[config.mk]
export PLATFORM = sky130hd
export DESIGN_NAME = piece_sched_flat
export DESIGN_NICKNAME = d
export VERILOG_FILES = /design/src/rtl/piece_pkg.sv /design/src/rtl/piece_sched_if.sv /design/src/rtl/piece_fifo.sv /design/src/rtl/piece_sched.sv /design/src/flat_wrapper.sv
export SDC_FILE = /design/constraint.sdc
export NUM_CORES = 1
export LEC_CHECK = 0
export ABC_CLOCK_PERIOD_IN_PS = 5100
export BUFFER_PORTS_ARGS = -buffer_cell sky130_fd_sc_hd__buf_4
export CAP_MARGIN = 30
export CORE_UTILIZATION = 55
export CTS_BUF_LIST = sky130_fd_sc_hd__clkbuf_4 sky130_fd_sc_hd__clkbuf_8
export DETAILED_ROUTE_END_ITERATION = 8
export PLACE_DENSITY_LB_ADDON = 0.05
export SYNTH_ARGS = -nofsm -noshare
export SYNTH_HDL_FRONTEND = slang
export SYNTH_SLANG_ARGS = --single-unit
[constraint.sdc]
create_clock -name Clock -period 5.1 [get_ports Clock]
set_input_delay 0.51 -clock Clock [delete_from_list [all_inputs] [get_ports Clock]]
set_output_delay 0.51 -clock Clock [all_outputs]
set_load 0.05 [all_outputs]
[src/rtl/piece_pkg.sv]
// piece_pkg: shared types and constants for the piece scheduler.
//   piece_t        - tetromino type codes (I=0 .. L=6)
//   sched_state_t  - scheduler FSM states
//   NUM_PIECES     - number of legal piece types
//   INVALID_CODE   - LFSR type code that never maps to a piece
//   ENTRY_W        - width of one queued entry {type, rot}
//   is_legal_type  - helper that screens raw LFSR type bits
package piece_pkg;

    typedef enum logic [2:0] {
        I = 3'd0,
        O = 3'd1,
        T = 3'd2,
        S = 3'd3,
        Z = 3'd4,
        J = 3'd5,
        L = 3'd6
    } piece_t;

    typedef enum logic [1:0] {
        S_WARM = 2'd0,
        S_FILL = 2'd1,
        S_FULL = 2'd2
    } sched_state_t;

    localparam int          NUM_PIECES   = 7;
    localparam logic [2:0]  INVALID_CODE = 3'd7;
    localparam int          ENTRY_W      = 5;

    // A raw type code names a piece unless it is the single unused code.
    function automatic logic is_legal_type(input logic [2:0] code);
        return (code != INVALID_CODE);
    endfunction

endpackage

[src/rtl/piece_sched_if.sv]
// piece_sched_if: bundle between the LFSR / game FSM side and the scheduler.
//   rand_type[2:0], rand_rot[1:0] : raw LFSR fields
//   take                          : game FSM consumes the head piece
//   piece_valid/type/rot          : head piece
//   next_valid/next_type          : preview piece
//   count                         : queue occupancy
//   ready                         : warm-up finished
// Modports: master = game/LFSR side, slave = scheduler.
interface piece_sched_if #(
    parameter int DEPTH = 4
);
    localparam int CNT_W = $clog2(DEPTH + 1);

    logic [2:0]       rand_type;
    logic [1:0]       rand_rot;
    logic             take;
    logic             piece_valid;
    logic [2:0]       piece_type;
    logic [1:0]       piece_rot;
    logic             next_valid;
    logic [2:0]       next_type;
    logic [CNT_W-1:0] count;
    logic             ready;

    modport master (
        output rand_type, rand_rot, take,
        input  piece_valid, piece_type, piece_rot, next_valid, next_type, count, ready
    );

    modport slave (
        input  rand_type, rand_rot, take,
        output piece_valid, piece_type, piece_rot, next_valid, next_type, count, ready
    );

endinterface

[src/rtl/piece_fifo.sv]
// piece_fifo: small circular queue of {type, rot} entries with head and
// head+1 read ports, so the consumer sees the current piece and a preview.
//   clk, reset      : clock, synchronous active-high reset
//   push, wdata     : enqueue request and entry
//   pop             : dequeue request (ignored when empty)
//   count           : occupancy (registered)
//   head_valid/data : head entry
//   next_valid/data : entry behind the head
// A push is accepted when a slot is free or a pop happens in the same cycle.
// DEPTH need not be a power of two; pointers wrap by explicit compare.
module piece_fifo
    import piece_pkg::*;
#(
    parameter int DEPTH = 4,
    localparam int CNT_W = $clog2(DEPTH + 1),
    localparam int PTR_W = (DEPTH > 1) ? $clog2(DEPTH) : 1
) (
    input  logic               clk,
    input  logic               reset,
    input  logic               push,
    input  logic [ENTRY_W-1:0] wdata,
    input  logic               pop,
    output logic [CNT_W-1:0]   count,
    output logic               head_valid,
    output logic [ENTRY_W-1:0] head_data,
    output logic               next_valid,
    output logic [ENTRY_W-1:0] next_data
);

    localparam logic [CNT_W-1:0] DEPTH_C  = CNT_W'(DEPTH);
    localparam logic [PTR_W-1:0] LAST_PTR = PTR_W'(DEPTH - 1);

    logic [ENTRY_W-1:0] mem_r [DEPTH];
    logic [PTR_W-1:0]   head_r;
    logic [PTR_W-1:0]   tail_r;
    logic [CNT_W-1:0]   count_r;
    logic [CNT_W-1:0]   count_next_s;
    logic               head_valid_r;
    logic               next_valid_r;
    logic               do_pop_s;
    logic               do_push_s;

    function automatic logic [PTR_W-1:0] ptr_inc(input logic [PTR_W-1:0] p);
        if (p == LAST_PTR) begin
            return {PTR_W{1'b0}};
        end else begin
            return p + PTR_W'(1'b1);
        end
    endfunction

    // Qualify push/pop against occupancy and compute the next count.
    always_comb begin
        do_pop_s  = pop && (count_r != {CNT_W{1'b0}});
        do_push_s = push && ((count_r != DEPTH_C) || do_pop_s);
        case ({do_push_s, do_pop_s})
            2'b10:   count_next_s = count_r + CNT_W'(1'b1);
            2'b01:   count_next_s = count_r - CNT_W'(1'b1);
            default: count_next_s = count_r;
        endcase
    end

    // Storage, pointers, occupancy and the registered valid flags.
    always_ff @(posedge clk) begin
        if (reset) begin
            for (int i = 0; i < DEPTH; i++) begin
                mem_r[i] <= {ENTRY_W{1'b0}};
            end
            head_r       <= {PTR_W{1'b0}};
            tail_r       <= {PTR_W{1'b0}};
            count_r      <= {CNT_W{1'b0}};
            head_valid_r <= 1'b0;
            next_valid_r <= 1'b0;
        end else begin
            if (do_pop_s) begin
                head_r <= ptr_inc(head_r);
            end
            if (do_push_s) begin
                mem_r[tail_r] <= wdata;
                tail_r        <= ptr_inc(tail_r);
            end
            count_r      <= count_next_s;
            head_valid_r <= (count_next_s != {CNT_W{1'b0}});
            next_valid_r <= (count_next_s > CNT_W'(1'b1));
        end
    end

    assign count      = count_r;
    assign head_valid = head_valid_r;
    assign next_valid = next_valid_r;
    // Read straight from storage; contents past count are don't-care.
    assign head_data  = mem_r[head_r];
    assign next_data  = mem_r[ptr_inc(head_r)];

endmodule

[src/rtl/piece_sched.sv]
// piece_sched: turns free-running LFSR bits into a queue of legal pieces for
// the game FSM, exposing a head piece, a one-piece preview and a take strobe.
//   Clock  : sole clock (posedge)
//   reset  : synchronous, active-high; flushes queue, restarts warm-up
//   bus    : piece_sched_if.slave (rand_type, rand_rot, take in;
//            piece_valid/type/rot, next_valid/type, count, ready out)
// FSM: S_WARM waits WARMUP cycles so the LFSR leaves its all-zero start,
// S_FILL samples each cycle, S_FULL idles until the game takes a piece.
// Optional macro PIECE_NO_REPEAT_EN adds a repeat filter: a type equal to the
// last pushed one is rerolled up to MAX_REROLL times before being let through.
module piece_sched
    import piece_pkg::*;
#(
    parameter int DEPTH      = 4,
    parameter int WARMUP     = 16,
    parameter int MAX_REROLL = 3
) (
    input logic        Clock,
    input logic        reset,
    piece_sched_if.slave bus
);

    localparam int CNT_W  = $clog2(DEPTH + 1);
    localparam int WARM_W = $clog2(WARMUP + 1);

    localparam logic [1:0]       ST_WARM   = S_WARM;
    localparam logic [1:0]       ST_FILL   = S_FILL;
    localparam logic [1:0]       ST_FULL   = S_FULL;
    localparam logic [CNT_W-1:0] DEPTH_C   = CNT_W'(DEPTH);
    localparam logic [WARM_W-1:0] WARM_LAST = WARM_W'(WARMUP - 1);

    logic [1:0]         state_r;
    logic [1:0]         state_next_s;
    logic [WARM_W-1:0]  warm_cnt_r;
    logic               ready_r;
    logic [CNT_W-1:0]   fifo_count_s;
    logic               head_valid_s;
    logic               next_valid_s;
    logic [ENTRY_W-1:0] head_data_s;
    logic [ENTRY_W-1:0] next_data_s;
    logic               sample_s;
    logic               pop_s;
    logic               free_s;
    logic               code_ok_s;
    logic               repeat_block_s;
    logic               push_s;

`ifdef PIECE_NO_REPEAT_EN
    localparam int RR_W = (MAX_REROLL > 0) ? $clog2(MAX_REROLL + 1) : 1;
    localparam logic [RR_W-1:0] REROLL_LIMIT = RR_W'(MAX_REROLL);

    logic [RR_W-1:0] reroll_r;
    logic [2:0]      last_type_r;
    logic            have_last_r;
`endif

    // Accept/reject decision for the current LFSR sample.
    always_comb begin
        sample_s  = (state_r == ST_FILL);
        pop_s     = bus.take && head_valid_s;
        // A full queue still has room if the head leaves this same cycle.
        free_s    = (fifo_count_s != DEPTH_C) || pop_s;
        code_ok_s = is_legal_type(bus.rand_type);
`ifdef PIECE_NO_REPEAT_EN
        repeat_block_s = have_last_r && (bus.rand_type == last_type_r) &&
                         (reroll_r != REROLL_LIMIT);
`else
        repeat_block_s = 1'b0;
`endif
        push_s = sample_s && code_ok_s && !repeat_block_s && free_s;
    end

    // Next-state logic for the scheduler FSM.
    always_comb begin
        state_next_s = state_r;
        case (state_r)
            ST_WARM: begin
                if (warm_cnt_r == WARM_LAST) begin
                    state_next_s = ST_FILL;
                end else begin
                    state_next_s = ST_WARM;
                end
            end
            ST_FILL: begin
                // Stay sampling while the head is being taken, so a
                // simultaneous pop+push can keep the queue topped up.
                if ((fifo_count_s == DEPTH_C) && !pop_s) begin
                    state_next_s = ST_FULL;
                end else begin
                    state_next_s = ST_FILL;
                end
            end
            ST_FULL: begin
                if (pop_s) begin
                    state_next_s = ST_FILL;
                end else begin
                    state_next_s = ST_FULL;
                end
            end
            default: state_next_s = ST_WARM;
        endcase
    end

    // FSM state, warm-up counter and registered ready flag.
    always_ff @(posedge Clock) begin
        if (reset) begin
            state_r    <= ST_WARM;
            warm_cnt_r <= {WARM_W{1'b0}};
            ready_r    <= 1'b0;
        end else begin
            state_r <= state_next_s;
            ready_r <= (state_next_s != ST_WARM);
            if ((state_r == ST_WARM) && (warm_cnt_r != WARM_LAST)) begin
                warm_cnt_r <= warm_cnt_r + WARM_W'(1'b1);
            end else begin
                warm_cnt_r <= {WARM_W{1'b0}};
            end
        end
    end

`ifdef PIECE_NO_REPEAT_EN
    // Repeat filter memory: last pushed type and consecutive reroll count.
    always_ff @(posedge Clock) begin
        if (reset) begin
            reroll_r    <= {RR_W{1'b0}};
            last_type_r <= 3'd0;
            have_last_r <= 1'b0;
        end else if (push_s) begin
            reroll_r    <= {RR_W{1'b0}};
            last_type_r <= bus.rand_type;
            have_last_r <= 1'b1;
        end else if (sample_s && repeat_block_s) begin
            reroll_r <= reroll_r + RR_W'(1'b1);
        end
    end
`endif

    piece_fifo #(
        .DEPTH (DEPTH)
    ) u_fifo (
        .clk        (Clock),
        .reset      (reset),
        .push       (push_s),
        .wdata      ({bus.rand_type, bus.rand_rot}),
        .pop        (pop_s),
        .count      (fifo_count_s),
        .head_valid (head_valid_s),
        .head_data  (head_data_s),
        .next_valid (next_valid_s),
        .next_data  (next_data_s)
    );

    assign bus.piece_valid = head_valid_s;
    assign bus.piece_type  = head_data_s[4:2];
    assign bus.piece_rot   = head_data_s[1:0];
    assign bus.next_valid  = next_valid_s;
    assign bus.next_type   = next_data_s[4:2];
    assign bus.count       = fifo_count_s;
    assign bus.ready       = ready_r;

endmodule

[src/flat_wrapper.sv]
// flat-port wrapper written by rule: the top's interface ports become plain ports
module piece_sched_flat import piece_pkg::*;
#(
    parameter int DEPTH      = 4,
    parameter int WARMUP     = 16,
    parameter int MAX_REROLL = 3
)
  (Clock, reset, bus_rand_type, bus_rand_rot, bus_take, bus_piece_valid, bus_piece_type, bus_piece_rot, bus_next_valid, bus_next_type, bus_count, bus_ready);
  piece_sched_if #(.DEPTH(DEPTH)) bus_i ();
  input logic Clock;
  input logic reset;
  input wire logic [$bits(bus_i.rand_type)-1:0] bus_rand_type;
  input wire logic [$bits(bus_i.rand_rot)-1:0] bus_rand_rot;
  input wire logic [$bits(bus_i.take)-1:0] bus_take;
  output wire logic [$bits(bus_i.piece_valid)-1:0] bus_piece_valid;
  output wire logic [$bits(bus_i.piece_type)-1:0] bus_piece_type;
  output wire logic [$bits(bus_i.piece_rot)-1:0] bus_piece_rot;
  output wire logic [$bits(bus_i.next_valid)-1:0] bus_next_valid;
  output wire logic [$bits(bus_i.next_type)-1:0] bus_next_type;
  output wire logic [$bits(bus_i.count)-1:0] bus_count;
  output wire logic [$bits(bus_i.ready)-1:0] bus_ready;
  assign bus_i.rand_type = bus_rand_type;
  assign bus_i.rand_rot = bus_rand_rot;
  assign bus_i.take = bus_take;
  assign bus_piece_valid = bus_i.piece_valid;
  assign bus_piece_type = bus_i.piece_type;
  assign bus_piece_rot = bus_i.piece_rot;
  assign bus_next_valid = bus_i.next_valid;
  assign bus_next_type = bus_i.next_type;
  assign bus_count = bus_i.count;
  assign bus_ready = bus_i.ready;
  piece_sched #(.DEPTH(DEPTH), .WARMUP(WARMUP), .MAX_REROLL(MAX_REROLL)) u_core (.Clock(Clock), .reset(reset), .bus(bus_i));
endmodule
Word level (Yosys, flattened, before mapping)
Memories as Yosys holds them, arrays and structs flattened. A register that Yosys moved wholly into a read port is not among the register bits.
Cells that the tools add are included.
{ "classes": {"mux": 17, "order_cmp": 1, "n_reduce_logical": 16, "eq_ne": 11, "add_sub_neg": 5, "bitwise_logic": 1} }
{ "ops": {"columns": ["cell", "n"], "rows": [
  ["2-bit 2-to-1 mux", 7],
  ["2-bit == test (second input constant)", 4],
  ["1-bit logical AND", 7],
  ["1-bit 2-to-1 mux", 7],
  ["3-bit inequality test (second input constant)", 2],
  ["2-bit case mux with 3 select lines", 1],
  ["3-bit case mux with 2 select lines", 1],
  ["3-bit nonzero test", 2],
  ["5-bit by 1-bit adder with 5-bit output (second input constant)", 1],
  ["5-bit by 4-bit == test with 1-bit output (second input constant)", 1],
  ["5-bit 2-to-1 mux", 1],
  ["5-bit by 4-bit inequality test with 1-bit output (second input constant)", 1],
  ["5-bit OR reduction", 1],
  ["2-bit by 1-bit adder with 2-bit output (second input constant)", 2],
  ["2-bit by 1-bit == test with 1-bit output (second input constant)", 2],
  ["3-bit by 1-bit adder with 3-bit output (second input constant)", 1],
  ["3-bit == test (second input constant)", 1],
  ["3-bit by 1-bit > comparator with 1-bit output (second input constant)", 1],
  ["3-bit by 1-bit subtractor with 3-bit output (second input constant)", 1],
  ["2-bit zero test", 1],
  ["1-bit logical OR", 2],
  ["2-bit nonzero test", 1],
  ["2-bit OR reduction", 1],
  ["1-bit zero test", 1],
  ["1-bit inverter", 1]
]} }
{ "word_totals": {"memories": 1, "ramBits": 20, "input_bits": 8, "ff_bits": 17, "out_inout_bits": 14, "word_cells": 60} }
{ "mem_list": {"columns": ["name", "words", "width", "rd", "rd_ports_with_merged_regs", "wr", "line_no", "rtl"], "rows": [
  ["u_core.u_fifo.mem_r", 4, 5, 2, 1, 4, "piece_fifo.sv:33", "logic [ENTRY_W-1:0] mem_r [DEPTH];"]
]} }

Depth between registers and ports, before layout
Gate-level depths: netlist (run 1).
{ "logic_depth": {"depth_word": 9, "ltp_mapped": 10, "depth_no_buf": 9} }

Hierarchy
A second synthesis (run 1) with hierarchy kept.
{ "hier_totals": {"hier_cells": 159, "area_unflattened_um2": 1929.4} }
{ "modules_own_cells": {"columns": ["module", "instances", "cells_per_inst", "seq_area_each_um2", "area_each_um2"], "rows": [
  ["piece_fifo", 1, 121, 820.8, 1595.3],
  ["piece_sched", 1, 38, 160.2, 334.1]
]} }

Worst setup path after synthesis (run 1)
OpenSTA, ideal clock, no wires.
{ "synth_timing": {"kind": "register -> register", "startpoint": "register u_core.u_fifo.count_r[2], in the netlist u_core.u_fifo.count[2]", "endpoint": "register u_core.u_fifo.head_valid_r, in the netlist u_core.u_fifo.head_valid", "t_arrival_ps": 2838, "period_less_slack_ps": 2904, "setup_time_ps": 65, "n_path_buf": 1, "path_slack_ps": 2196, "stages_incl_launch_ff": 11, "t_required_ps": 5035, "path_cell_list": "dfxtp_1 -> or3b_1 -> o211a_1 -> inv_2 -> buf_4 -> ha_1 -> inv_1 -> fa_1 -> xor2_1 -> or4_1 -> nand4_1"} }
{ "synth_between": {"elab_chain_len": 7, "elab_cells_between_ends": 13, "classes_between": "add/sub (2); eq/ne (3); mux (1); reduce/logical (7)"} }
{ "synth_lines": {"columns": ["item", "line_no", "rtl"], "rows": [
  ["start, declared", "piece_fifo.sv:36", "logic [CNT_W-1:0] count_r;"],
  ["start signal, assigned", "piece_fifo.sv:70", "count_r <= {CNT_W{1'b0}};"],
  ["start signal, assigned", "piece_fifo.sv:81", "count_r <= count_next_s;"],
  ["3-bit inequality test or 3-bit nonzero test (tied branches)", "piece_fifo.sv:54, piece_sched.sv:62, piece_fifo.sv:53", null],
  ["1-bit logical OR or 1-bit logical AND (tied branches)", "piece_sched.sv:62, piece_fifo.sv:53", null],
  ["1-bit logical AND or 1-bit logical OR (tied branches)", "piece_sched.sv:70, piece_fifo.sv:54", null],
  ["1-bit logical AND", "piece_fifo.sv:54", "do_push_s = push && ((count_r != DEPTH_C) || do_pop_s);"],
  ["2-bit by 1-bit == test with 1-bit output or 2-bit == test (tied branches)", "piece_fifo.sv:55", "case ({do_push_s, do_pop_s})"],
  ["3-bit case mux with 2 select lines *", "piece_fifo.sv:55", null],
  ["3-bit nonzero test *", "piece_fifo.sv:82", "head_valid_r <= (count_next_s != {CNT_W{1'b0}});"],
  ["end signal, assigned", "piece_fifo.sv:82", null],
  ["end, declared", "piece_fifo.sv:38", "logic head_valid_r;"]
]} }
Every way passes the cells marked *; elsewhere a longest branch is shown, timed or not.
A chain may end at the register's enable or synchronous reset.

Worst setup path in the final report (run 1)
Ends and elaborated chain as after synthesis.

==> flow_metrics.env, run 1 <==
export IMPL_min_period_over_period=0.537
export IMPL_hold_violations=0
export IMPL_core_mm2=0.00305
export IMPL_postRouteAntennaNets=0
export IMPL_required_ns=5.39
export IMPL_n_fill_cell=247
export IMPL_synthSimpleGateAreaFrac=0.173
export IMPL_multiInputGateArea_um2=726
export IMPL_cts_setup_buffers=0
export IMPL_setup_viol=0
export IMPL_yosysMostFrequentCell="nor2_1"
export IMPL_cts_root_buf="clkbuf_4"
export IMPL_path_clk_slew_ns=0.11
export IMPL_cts_max_path_buffers=2
export IMPL_synth_cells=151
export IMPL_startpoint_type="register"
export IMPL_area_delta_synth_final_pct=16.4
export IMPL_vias_per_cell=5.67
export IMPL_grt_pass1_wl_um=5310
export IMPL_synth_top_family_by_area="simple AND/OR/NAND/NOR gates"
export IMPL_io_buffers=21
export IMPL_synth_edff_count=20
export IMPL_dp_cells=210
export IMPL_start_util=0.579
export IMPL_slew_violations=0
export IMPL_worst_slew_margin_rel=0.430
export IMPL_ys_ff_latch=39
export IMPL_p_leak_nw=0.844
export IMPL_drtIter0Drc=48
export IMPL_grt_usage=0.217
export IMPL_max_cap_violations=0
export IMPL_finalClockSkew_ns=0.00858
export IMPL_cts_hold_buf=0
export IMPL_drive_gt1_frac=0.230
export IMPL_die_y_um=58.7
export IMPL_path_class="register to register"
export IMPL_async_flop_share=0
export IMPL_place_ws_ns=2.35
export IMPL_fin_crit_ns=2.74
export IMPL_clk_latency_ns=0.35
export IMPL_seq_area_frac_synth=0.555
export IMPL_synthMuxAreaShare=0.125
export IMPL_tritoncts="yes"
export IMPL_pin_count=22
export IMPL_synthAdderAreaFrac=0.0467
export IMPL_fin_nets=187
export IMPL_grt_max_degree=15
export IMPL_vias=1235
export IMPL_synth_compound_area_frac=0.0460
export IMPL_cp_max_fo=13
export IMPL_route_detailed_drc=0
export IMPL_synth_cell_type_count=38
export IMPL_synth_top_area_cell="edfxtp_1"
export IMPL_peakVddDrop_mv=0.170
export IMPL_worst_pin_slew_ns=0.848
export IMPL_synth_ff_type="edfxtp_1"
export IMPL_dpl_hpwl_um=2410
export IMPL_worst_slack_ns=2.36
export IMPL_synth_top_area_share=0.340
export IMPL_drtPass1Iterations=5
export IMPL_synth_commonest_cells="nor2_1 (23), edfxtp_1 (20), dfxtp_1 (19)"
export IMPL_seqCellArea_um2=981
export IMPL_syn_nets=165
export IMPL_antenna_found_initial=0
export IMPL_place_congestion=0.841
export IMPL_syn_area_mm2=0.00177
export IMPL_wirelength_um=3160
export IMPL_yosysWarnings=0
export IMPL_min_path_type="primary input to register"
export IMPL_cts_htree_levels=2
export IMPL_dieArea_mm2=0.00345
export IMPL_post_cts_resized=0
export IMPL_fmaxAchievable_mhz=365
export IMPL_power_mw=0.631
export IMPL_final_cells=218
export IMPL_synth_xor_xnor_area_share=0.0198
export IMPL_antenna_cells=0
export IMPL_globalRouteOverflowTotal=0
export IMPL_rsz0062_at_grt="no"
export IMPL_arrival_ns=3.02
export IMPL_wl_per_cell_um=14.5
export IMPL_rows=20
export IMPL_powerDensity_mw_per_mm2=307
export IMPL_die_w_um=58.7
export IMPL_grt_pass1_vias=1159
export IMPL_synthTopCellsByArea="edfxtp_1 (34%), dfxtp_1 (22%), mux4_2 (10%), nor2_1 (4.9%), ha_1 (3.5%)"
export IMPL_synth_area_per_cell_um2=11.7
export IMPL_outcome="complete, no violations"
export IMPL_critPathCaptureType="register"
export IMPL_numCtsBuffers=5
export IMPL_clock_sinks=39
export IMPL_setup_tns_ns=0
cells by family after synthesis:
family                   Yosys count
AO/OA/AOI/OAI                     11
XOR/XNOR                           4
adder cells (fa/ha/maj)            6
buffers and inverters             15
flip-flops                        39
multiplexers                      12
AND/OR/NAND/NOR                   64
critical path, cell delays in order (launching register included):
cell and delay [ns]:
dfxtp_1 0.41, or3b_1 0.41, o211a_1 0.28, inv_2 0.19
ha_1 0.23, inv_1 0.06, fa_1 0.37, xor2_1 0.16
or4_1 0.46, nand4_1 0.12
registers in the layout, indices dropped and copies added, names as in the netlist, named ones only:
signal                    flops
u_core.u_fifo.head_valid      1
u_core.u_fifo.next_valid      1
u_core.u_fifo.mem_r          20
u_core.u_fifo.tail_r          2
u_core.state_r                2
u_core.bus.ready              1
u_core.u_fifo.head_r          2
u_core.warm_cnt_r             5
u_core.u_fifo.count           3
power by group:
group          internal, mW  switching, mW
clock                 0.158         0.0999
combinational        0.0123         0.0209
sequential            0.336        0.00350
total                 0.507          0.124
layout make-up:
class | instances | share of cell area
clock inverter | 2 | 0.0292
tap | 44 | 0.0267
multi-input combinational | 97 | 0.353
sequential | 39 | 0.477
timing repair buffer | 21 | 0.0766
inverter | 9 | 0.0164
clock buffer | 6 | 0.0219
per-layer routing:
metal  track usage  up-vias  wire, um
met3        0.0703        6       177
met5             0        -         0
met1         0.252      600      1250
li1              -      589         -
met2         0.358       40      1680
met4         0.116        0        49
worst paths after layout:
kind	cells past startpoint	slack (ns)	startpoint	to
worst min-delay path	2	0.44	reset	u_core.u_fifo.head_r[1]$_SDFFE_PP0N_
worst min register to register	1	0.47	u_core.warm_cnt_r[0]$_SDFF_PP0_	u_core.warm_cnt_r[0]$_SDFF_PP0_
worst max-delay path	9	2.36	u_core.u_fifo.count[2]$_SDFF_PP0_	u_core.u_fifo.head_valid$_SDFF_PP0_
worst max register to register	9	2.36	u_core.u_fifo.count[2]$_SDFF_PP0_	u_core.u_fifo.head_valid$_SDFF_PP0_
stage by stage:
step                hold WS, ns  cell area [um2]   util
finish                    0.437             2060  0.674
CTS                       0.426             2060  0.674
global placement          0.432             1950  0.640
global route              0.439             2060  0.674
detailed placement        0.445             1950  0.640
floorplan                 0.418             1770      -
layout by cell type, fill, tap and decap left out, types with 2 or more instances in the layout:
cell type   n
and3_1      3
buf_4      21
bufinv_16   2
clkbuf_4    6
dfxtp_1    19
edfxtp_1   20
ha_1        5
inv_1       8
mux2i_1     3
mux4_2      8
nand2_1    14
nand3_1     4
nor2_1     23
nor2b_1     4
nor3_1      3
nor4_1      5
o2111ai_1   2
or2_2       2
xor2_1      3
(Power assumes the default switching activity.)
==> inputs of run 2 (changes only) <==
- ABC_AREA: unset -> 1
- ABC_CLOCK_PERIOD_IN_PS: 5100 -> 2500
- CORE_UTILIZATION: 55 -> 54
- clock period: 5.1 -> 2.5 ns (I/O delays scaled with it)
==> run 2 against run 1 <==
The flow now finishes with violations (design-rule violations). Via count rose by 17%. Sequential power rose by 100%. Combinational power rose by 100%. Critical endpoint is now bus_next_type[1].
==> flow_metrics.env, run 2 <==
export IMPL_outcome="finished with violations"
export IMPL_violations="design-rule violations"
export IMPL_fmaxAchievable_mhz=445
export IMPL_clkPwrFrac=0.325
export IMPL_yosysWarnings=0
export IMPL_synthTopCellsByArea="edfxtp_1 (32%), dfxtp_1 (20%), nor2_1 (11%), inv_1 (5.6%), o21ai_0 (5.6%)"
export IMPL_cts_setup_buffers=0
export IMPL_clock_sinks=39
export IMPL_required_ns=2.25
export IMPL_post_cts_resized=0
export IMPL_grt_pass1_vias=1267
export IMPL_antenna_cells=0
export IMPL_io_buffers=21
export IMPL_synth_compound_area_frac=0.110
export IMPL_p_comb_frac=0.060
export IMPL_vias_per_cell=5.04
export IMPL_use_met1=0.247
export IMPL_finalClockSkew_ns=0.00766
export IMPL_start_util=0.563
export IMPL_max_flop_register="u_core.u_fifo.mem_r"
export IMPL_synth_top_area_cell="edfxtp_1"
export IMPL_critPathMaxStageDelay_ns=0.39
export IMPL_syn_nets=228
export IMPL_peakVddDrop_mv=0.341
export IMPL_grt_pass1_wl_um=5520
export IMPL_route_detailed_drc=2
export IMPL_synth_cells=214
export IMPL_crit_family="buffers and inverters"
export IMPL_swShare=0.226
export IMPL_cp_depth=6
export IMPL_grt_max_degree=15
export IMPL_crit_start="u_core.u_fifo.head_r[0]$_SDFFE_PP0N_"
export IMPL_fin_crit_ns=2.25
export IMPL_cp_buffers_inverters=2
export IMPL_busiest_layer="met2"
export IMPL_die_y_um=61.0
export IMPL_path_clk_slew_ns=0.11
export IMPL_tritoncts="yes"
export IMPL_min_path_type="primary input to register"
export IMPL_cp_max_fo=8
export IMPL_cts_hold_buf=0
export IMPL_place_congestion=0.881
export IMPL_globalRouteOverflowTotal=0
export IMPL_synthMuxAreaShare=0
export IMPL_area_delta_synth_final_pct=14.9
export IMPL_rows=21
export IMPL_synth_top_area_share=0.320
export IMPL_power_frac_seq=0.615
export IMPL_n_fill_cell=300
export IMPL_drive_gt1_frac=0.169
export IMPL_use_met2=0.353
export IMPL_wl_per_cell_um=12.0
export IMPL_die_w_um=61.0
export IMPL_clk_latency_ns=0.34
export IMPL_worst_slew_margin_rel=0.592
export IMPL_r2r_start="u_core.u_fifo.count[2]$_SDFF_PP0_"
export IMPL_synth_area_per_cell_um2=8.78
export IMPL_timing_rr_end="u_core.u_fifo.next_valid$_SDFF_PP0_"
export IMPL_syn_area_mm2=0.00188
export IMPL_arrival_ns=2.00
export IMPL_yosysMostFrequentCell="nor2_1"
export IMPL_seq_area_frac_synth=0.522
export IMPL_setup_viol=0
export IMPL_path_class="register to primary output"
export IMPL_max_cap_violations=0
export IMPL_synth_cell_type_count=27
export IMPL_slew_violations=0
export IMPL_powerDensity_mw_per_mm2=522
export IMPL_synthSimpleGateAreaFrac=0.254
export IMPL_cts_root_buf="clkbuf_4"
export IMPL_largest_reg_flops=20
export IMPL_drtPass1Iterations=6
export IMPL_startpoint_type="register"
export IMPL_cts_htree_levels=2
export IMPL_path_cells="ha_1 > nor2_1 > inv_1 > o21ai_0 > o22ai_1 > buf_4"
export IMPL_postRouteAntennaNets=0
export IMPL_pin_count=22
export IMPL_core_mm2=0.00334
export IMPL_hold_violations=0
export IMPL_grt_usage=0.207
export IMPL_setup_tns_ns=0
export IMPL_synth_commonest_cells="nor2_1 (54), inv_1 (28), nand2_1 (25)"
export IMPL_r2r_slack_ns=0.38
export IMPL_cp_slowest_cell="nor2_1"
export IMPL_critPathCaptureType="primary output"
export IMPL_synth_top_family_by_area="simple AND/OR/NAND/NOR gates"
export IMPL_numCtsBuffers=5
export IMPL_cts_max_path_buffers=2
export IMPL_wirelength_um=3450
export IMPL_p_leak_nw=0.921
export IMPL_antenna_found_initial=0
export IMPL_power_internal_mw=0.872
export IMPL_async_flop_share=0
export IMPL_netSwitchingPower_mw=0.255
export IMPL_critPathCapture="bus_next_type[1]"
export IMPL_min_period_over_period=0.899
export IMPL_rsz0062_at_grt="no"
export IMPL_grt_use_met3=0.0618
export IMPL_synth_ff_type="edfxtp_1"
export IMPL_synth_xor_xnor_area_share=0
export IMPL_synth_edff_count=20
export IMPL_fin_nets=255
export IMPL_final_cell_mix="nor2_1 (54), inv_1 (28), nand2_1 (25)"
export IMPL_drtIter0Drc=120
export IMPL_dpl_hpwl_um=2700
export IMPL_dieArea_mm2=0.00372
export IMPL_r2r_cells=9
export IMPL_synthAdderAreaFrac=0.0439
export IMPL_final_common_cell="nor2_1"
export IMPL_vias=1451
export IMPL_worst_pin_slew_ns=0.611
export IMPL_final_cells=288
export IMPL_ys_ff_latch=39
export IMPL_dp_cells=280
## run 2: worst min-delay path by stage
stage / from / to / slack (ns) / depth (start not counted)
final: reset / u_core.u_fifo.tail_r[0]$_SDFFE_PP0P_ / 0.09 / 2
after global routing: reset / u_core.u_fifo.tail_r[0]$_SDFFE_PP0P_ / 0.08 / 2
after CTS: reset / u_core.u_fifo.tail_r[0]$_SDFFE_PP0P_ / 0.09 / 2
after detailed placement: u_core.warm_cnt_r[0]$_SDFF_PP0_ / u_core.warm_cnt_r[0]$_SDFF_PP0_ / 0.44 / 1
after global placement: u_core.warm_cnt_r[0]$_SDFF_PP0_ / u_core.warm_cnt_r[0]$_SDFF_PP0_ / 0.43 / 1
after floorplan: reset / u_core.u_fifo.tail_r[0]$_SDFFE_PP0P_ / 0.32 / 1
## run 2: through the flow
step	total power [mW]	util	setup WS [ns]	area (um2)	hold slack, ns
floorplan	0.751	-	0.256	1880	0.319
global placement	0.774	0.625	0.474	2090	0.429
detailed placement	0.776	0.625	0.400	2090	0.437
CTS	1.14	0.647	0.264	2160	0.0895
global route	1.17	0.647	0.0893	2160	0.0834
finish	1.13	0.647	0.253	2160	0.0946
## run 2: cell families (layout without fill, tap and decap cells)
logic type / after synthesis / in the layout
AO/OA/AOI/OAI: 38 / 38
AND/OR/NAND/NOR: 98 / 98
buffers and inverters: 33 / 61
adder cells (fa/ha/maj): 6 / 6
flip-flops: 39 / 39
## run 2: area by class of cell
type | count | area, um2 | area share
flip-flops and latches | 39 | 981 | 0.454
multi-input cells | 142 | 767 | 0.355
repair buffers | 22 | 165 | 0.0765
inverters | 31 | 116 | 0.0539
clock buffers | 7 | 65.1 | 0.0301
well taps | 46 | 57.6 | 0.0267
clock inverters | 1 | 7.51 | 0.00348
## run 2: power by group through the flow
stage | sequential, mW | combinational (mW) | clock [mW]
after floorplan | 0.705 | 0.0458 | 0
after global placement | 0.707 | 0.0667 | 0
after detailed placement | 0.708 | 0.0681 | 0
after CTS | 0.693 | 0.0683 | 0.374
after global routing | 0.695 | 0.0747 | 0.398
final | 0.693 | 0.0676 | 0.366
## run 2: routing by layer
layer	part of all wire	vias up
met3	0.046	7
met1	0.45	650
li1	-	760
met2	0.49	34
met5	0	-
met4	0.015	0
==> inputs of run 3 (changes only) <==
- ABC_AREA: 1 -> unset
- CORE_UTILIZATION: 54 -> 53
==> run 3 against run 2 <==
The flow now finishes without violations. Power fell by 6.3%. Routed wire length decreased by 1.4%. Critical path depth increased by 3. Final cell count is 22% lower. Clock skew increased by 0.0021 ns. Count of clock-buffer cells in the layout is 2 lower. Via count shrank 13%. Combinational power rose by 3%. Die area shrank 4.0%. Register-to-register slack got worse by 0.27 ns. Sequential share of layout area is 1.8 points higher. Critical endpoint is now u_core.u_fifo.head_valid$_SDFF_PP0_. Largest power group unchanged.
==> flow_metrics.env, run 3 (synthesis gave the netlist of run 1 again) <==
export IMPL_fin_nets=195
export IMPL_peakVddDrop_mv=0.307
export IMPL_finalClockSkew_ns=0.00976
export IMPL_worst_slew_margin_rel=0.681
export IMPL_setup_tns_ns=0
export IMPL_area_delta_synth_final_pct=18.5
export IMPL_grt_max_degree=15
export IMPL_wirelength_um=3400
export IMPL_antenna_found_initial=0
export IMPL_slew_violations=0
export IMPL_drtIter0Drc=52
export IMPL_hold_violations=0
export IMPL_netSwitchingPower_mw=0.243
export IMPL_route_detailed_drc=0
export IMPL_core_mm2=0.00310
export IMPL_largest_reg_flops=20
export IMPL_path_clk_slew_ns=0.11
export IMPL_setup_viol=0
export IMPL_outcome="complete, no violations"
export IMPL_grt_pass1_wl_um=5710
export IMPL_die_w_um=59.8
export IMPL_r2r_slack_ns=0.11
export IMPL_power_frac_seq=0.655
export IMPL_worst_pin_slew_ns=0.475
export IMPL_path_class="register to register"
export IMPL_critPathCaptureType="register"
export IMPL_drtPass1Iterations=4
export IMPL_max_cap_violations=0
export IMPL_hold_slack_ns=0.190
export IMPL_clock_sinks=39
export IMPL_final_cell_mix="buf_4 (29), nor2_1 (23), edfxtp_1 (20)"
export IMPL_fin_crit_ns=2.39
export IMPL_p_leak_nw=0.862
export IMPL_io_buffers=21
export IMPL_required_ns=2.77
export IMPL_final_common_cell="buf_4"
export IMPL_min_path_type="primary input to register"
export IMPL_powerDensity_mw_per_mm2=504
export IMPL_cts_htree_levels=2
export IMPL_startpoint_type="register"
export IMPL_stdcell_area_mm2=0.00210
export IMPL_tritoncts="yes"
export IMPL_p_comb_frac=0.066
export IMPL_start_util=0.570
export IMPL_antenna_cells=0
export IMPL_globalRouteOverflowTotal=0
export IMPL_grt_usage=0.225
export IMPL_dpl_hpwl_um=2640
export IMPL_min_period_over_period=0.957
export IMPL_clkPwrFrac=0.280
export IMPL_drive_gt1_frac=0.297
export IMPL_r2r_cells=9
export IMPL_cts_max_path_buffers=2
export IMPL_rows=20
export IMPL_pin_count=22
export IMPL_final_cells=226
export IMPL_place_congestion=0.816
export IMPL_placed_area_mm2=0.00203
export IMPL_cp_max_fo=5
export IMPL_dieArea_mm2=0.00357
export IMPL_worst_hold_path_endpoint="u_core.state_r[1]$_SDFF_PP0_"
export IMPL_wl_per_cell_um=15.0
export IMPL_vias=1256
export IMPL_final_util=0.675
export IMPL_whs_path_depth=2
export IMPL_power_internal_mw=0.813
export IMPL_hp_start="reset"
export IMPL_cts_root_buf="clkbuf_4"
export IMPL_fmaxAchievable_mhz=418
export IMPL_postRouteAntennaNets=0
export IMPL_numCtsBuffers=5
export IMPL_swShare=0.230
export IMPL_grt_pass1_vias=1283
export IMPL_arrival_ns=2.67
export IMPL_timing_rr_end="u_core.u_fifo.head_valid$_SDFF_PP0_"
export IMPL_rsz0062_at_grt="yes"
export IMPL_clk_latency_ns=0.33
export IMPL_dp_cells=217
export IMPL_die_y_um=59.8
export IMPL_vias_per_cell=5.56
export IMPL_r2r_start="u_core.u_fifo.count[2]$_SDFF_PP0_"
export IMPL_max_flop_register="u_core.u_fifo.mem_r"
## run 3: per-stage QoR
step | setup slack [ns] | power (mW)
2_1_floorplan | -0.123 | 0.748
3_3_place_gp | 0.122 | 0.771
3_5_place_dp | 0.0786 | 0.776
4_1_cts | 0.0357 | 1.07
5_1_grt | -0.0115 | 1.10
6_report | 0.108 | 1.06
## run 3: routing by layer
| layer | vias up | GRT usage | wire length, um |
|---|---|---|---|
| met5 | - | 0 | 0 |
| met4 | 0 | 0.103 | 43 |
| met3 | 7 | 0.0390 | 115 |
| met2 | 30 | 0.425 | 1940 |
| met1 | 613 | 0.240 | 1300 |
| li1 | 606 | - | - |
## run 3: layout make-up
class | count | area [um2]
Fill cell | 280 | 1010
Sequential cell | 39 | 990
Multi-Input combinational cell | 97 | 747
Timing Repair Buffer | 29 | 218
Tap cell | 44 | 55.1
Clock buffer | 5 | 37.5
Inverter | 9 | 33.8
Clock inverter | 3 | 15.0
## run 3: repair_timing
item | 4_1_cts | 5_1_grt
hold buffers | 0 | 0
gates resized for setup | 0 | 1
setup endpoints to repair | 0 | 3
endpoints found under the hold margin | 0 | 0
buffers inserted | 0 | 1
## run 3: power groups by stage
stage	Sequential (mW)	Clock, mW	Combinational, mW
detailed placement	0.706	0	0.0701
global route	0.694	0.334	0.0751
floorplan	0.703	0	0.0455
finish	0.691	0.295	0.0695
CTS	0.692	0.305	0.0702
global placement	0.704	0	0.0675
## run 3: how the worst max path moves through the flow
stage | start | end | slack (ns) | cells after the start
after detailed placement | u_core.u_fifo.count[2]$_SDFF_PP0_ | u_core.u_fifo.head_valid$_SDFF_PP0_ | 0.08 | 9
after floorplan | u_core.u_fifo.count[2]$_SDFF_PP0_ | u_core.u_fifo.head_valid$_SDFF_PP0_ | -0.12 | 10
after CTS | u_core.u_fifo.count[2]$_SDFF_PP0_ | u_core.u_fifo.head_valid$_SDFF_PP0_ | 0.04 | 9
after global routing | u_core.u_fifo.count[2]$_SDFF_PP0_ | u_core.u_fifo.head_valid$_SDFF_PP0_ | -0.01 | 9
after global placement | u_core.u_fifo.count[2]$_SDFF_PP0_ | u_core.u_fifo.head_valid$_SDFF_PP0_ | 0.12 | 9
final | u_core.u_fifo.count[2]$_SDFF_PP0_ | u_core.u_fifo.head_valid$_SDFF_PP0_ | 0.11 | 9
## run 3: critical path: stages (launching register included)
cell	delay [ns]
dfxtp_4	0.38
or3b_4	0.39
o211a_1	0.24
inv_2	0.08
ha_4	0.13
inv_2	0.03
fa_2	0.32
xor2_1	0.17
or4_4	0.50
nand4_1	0.10
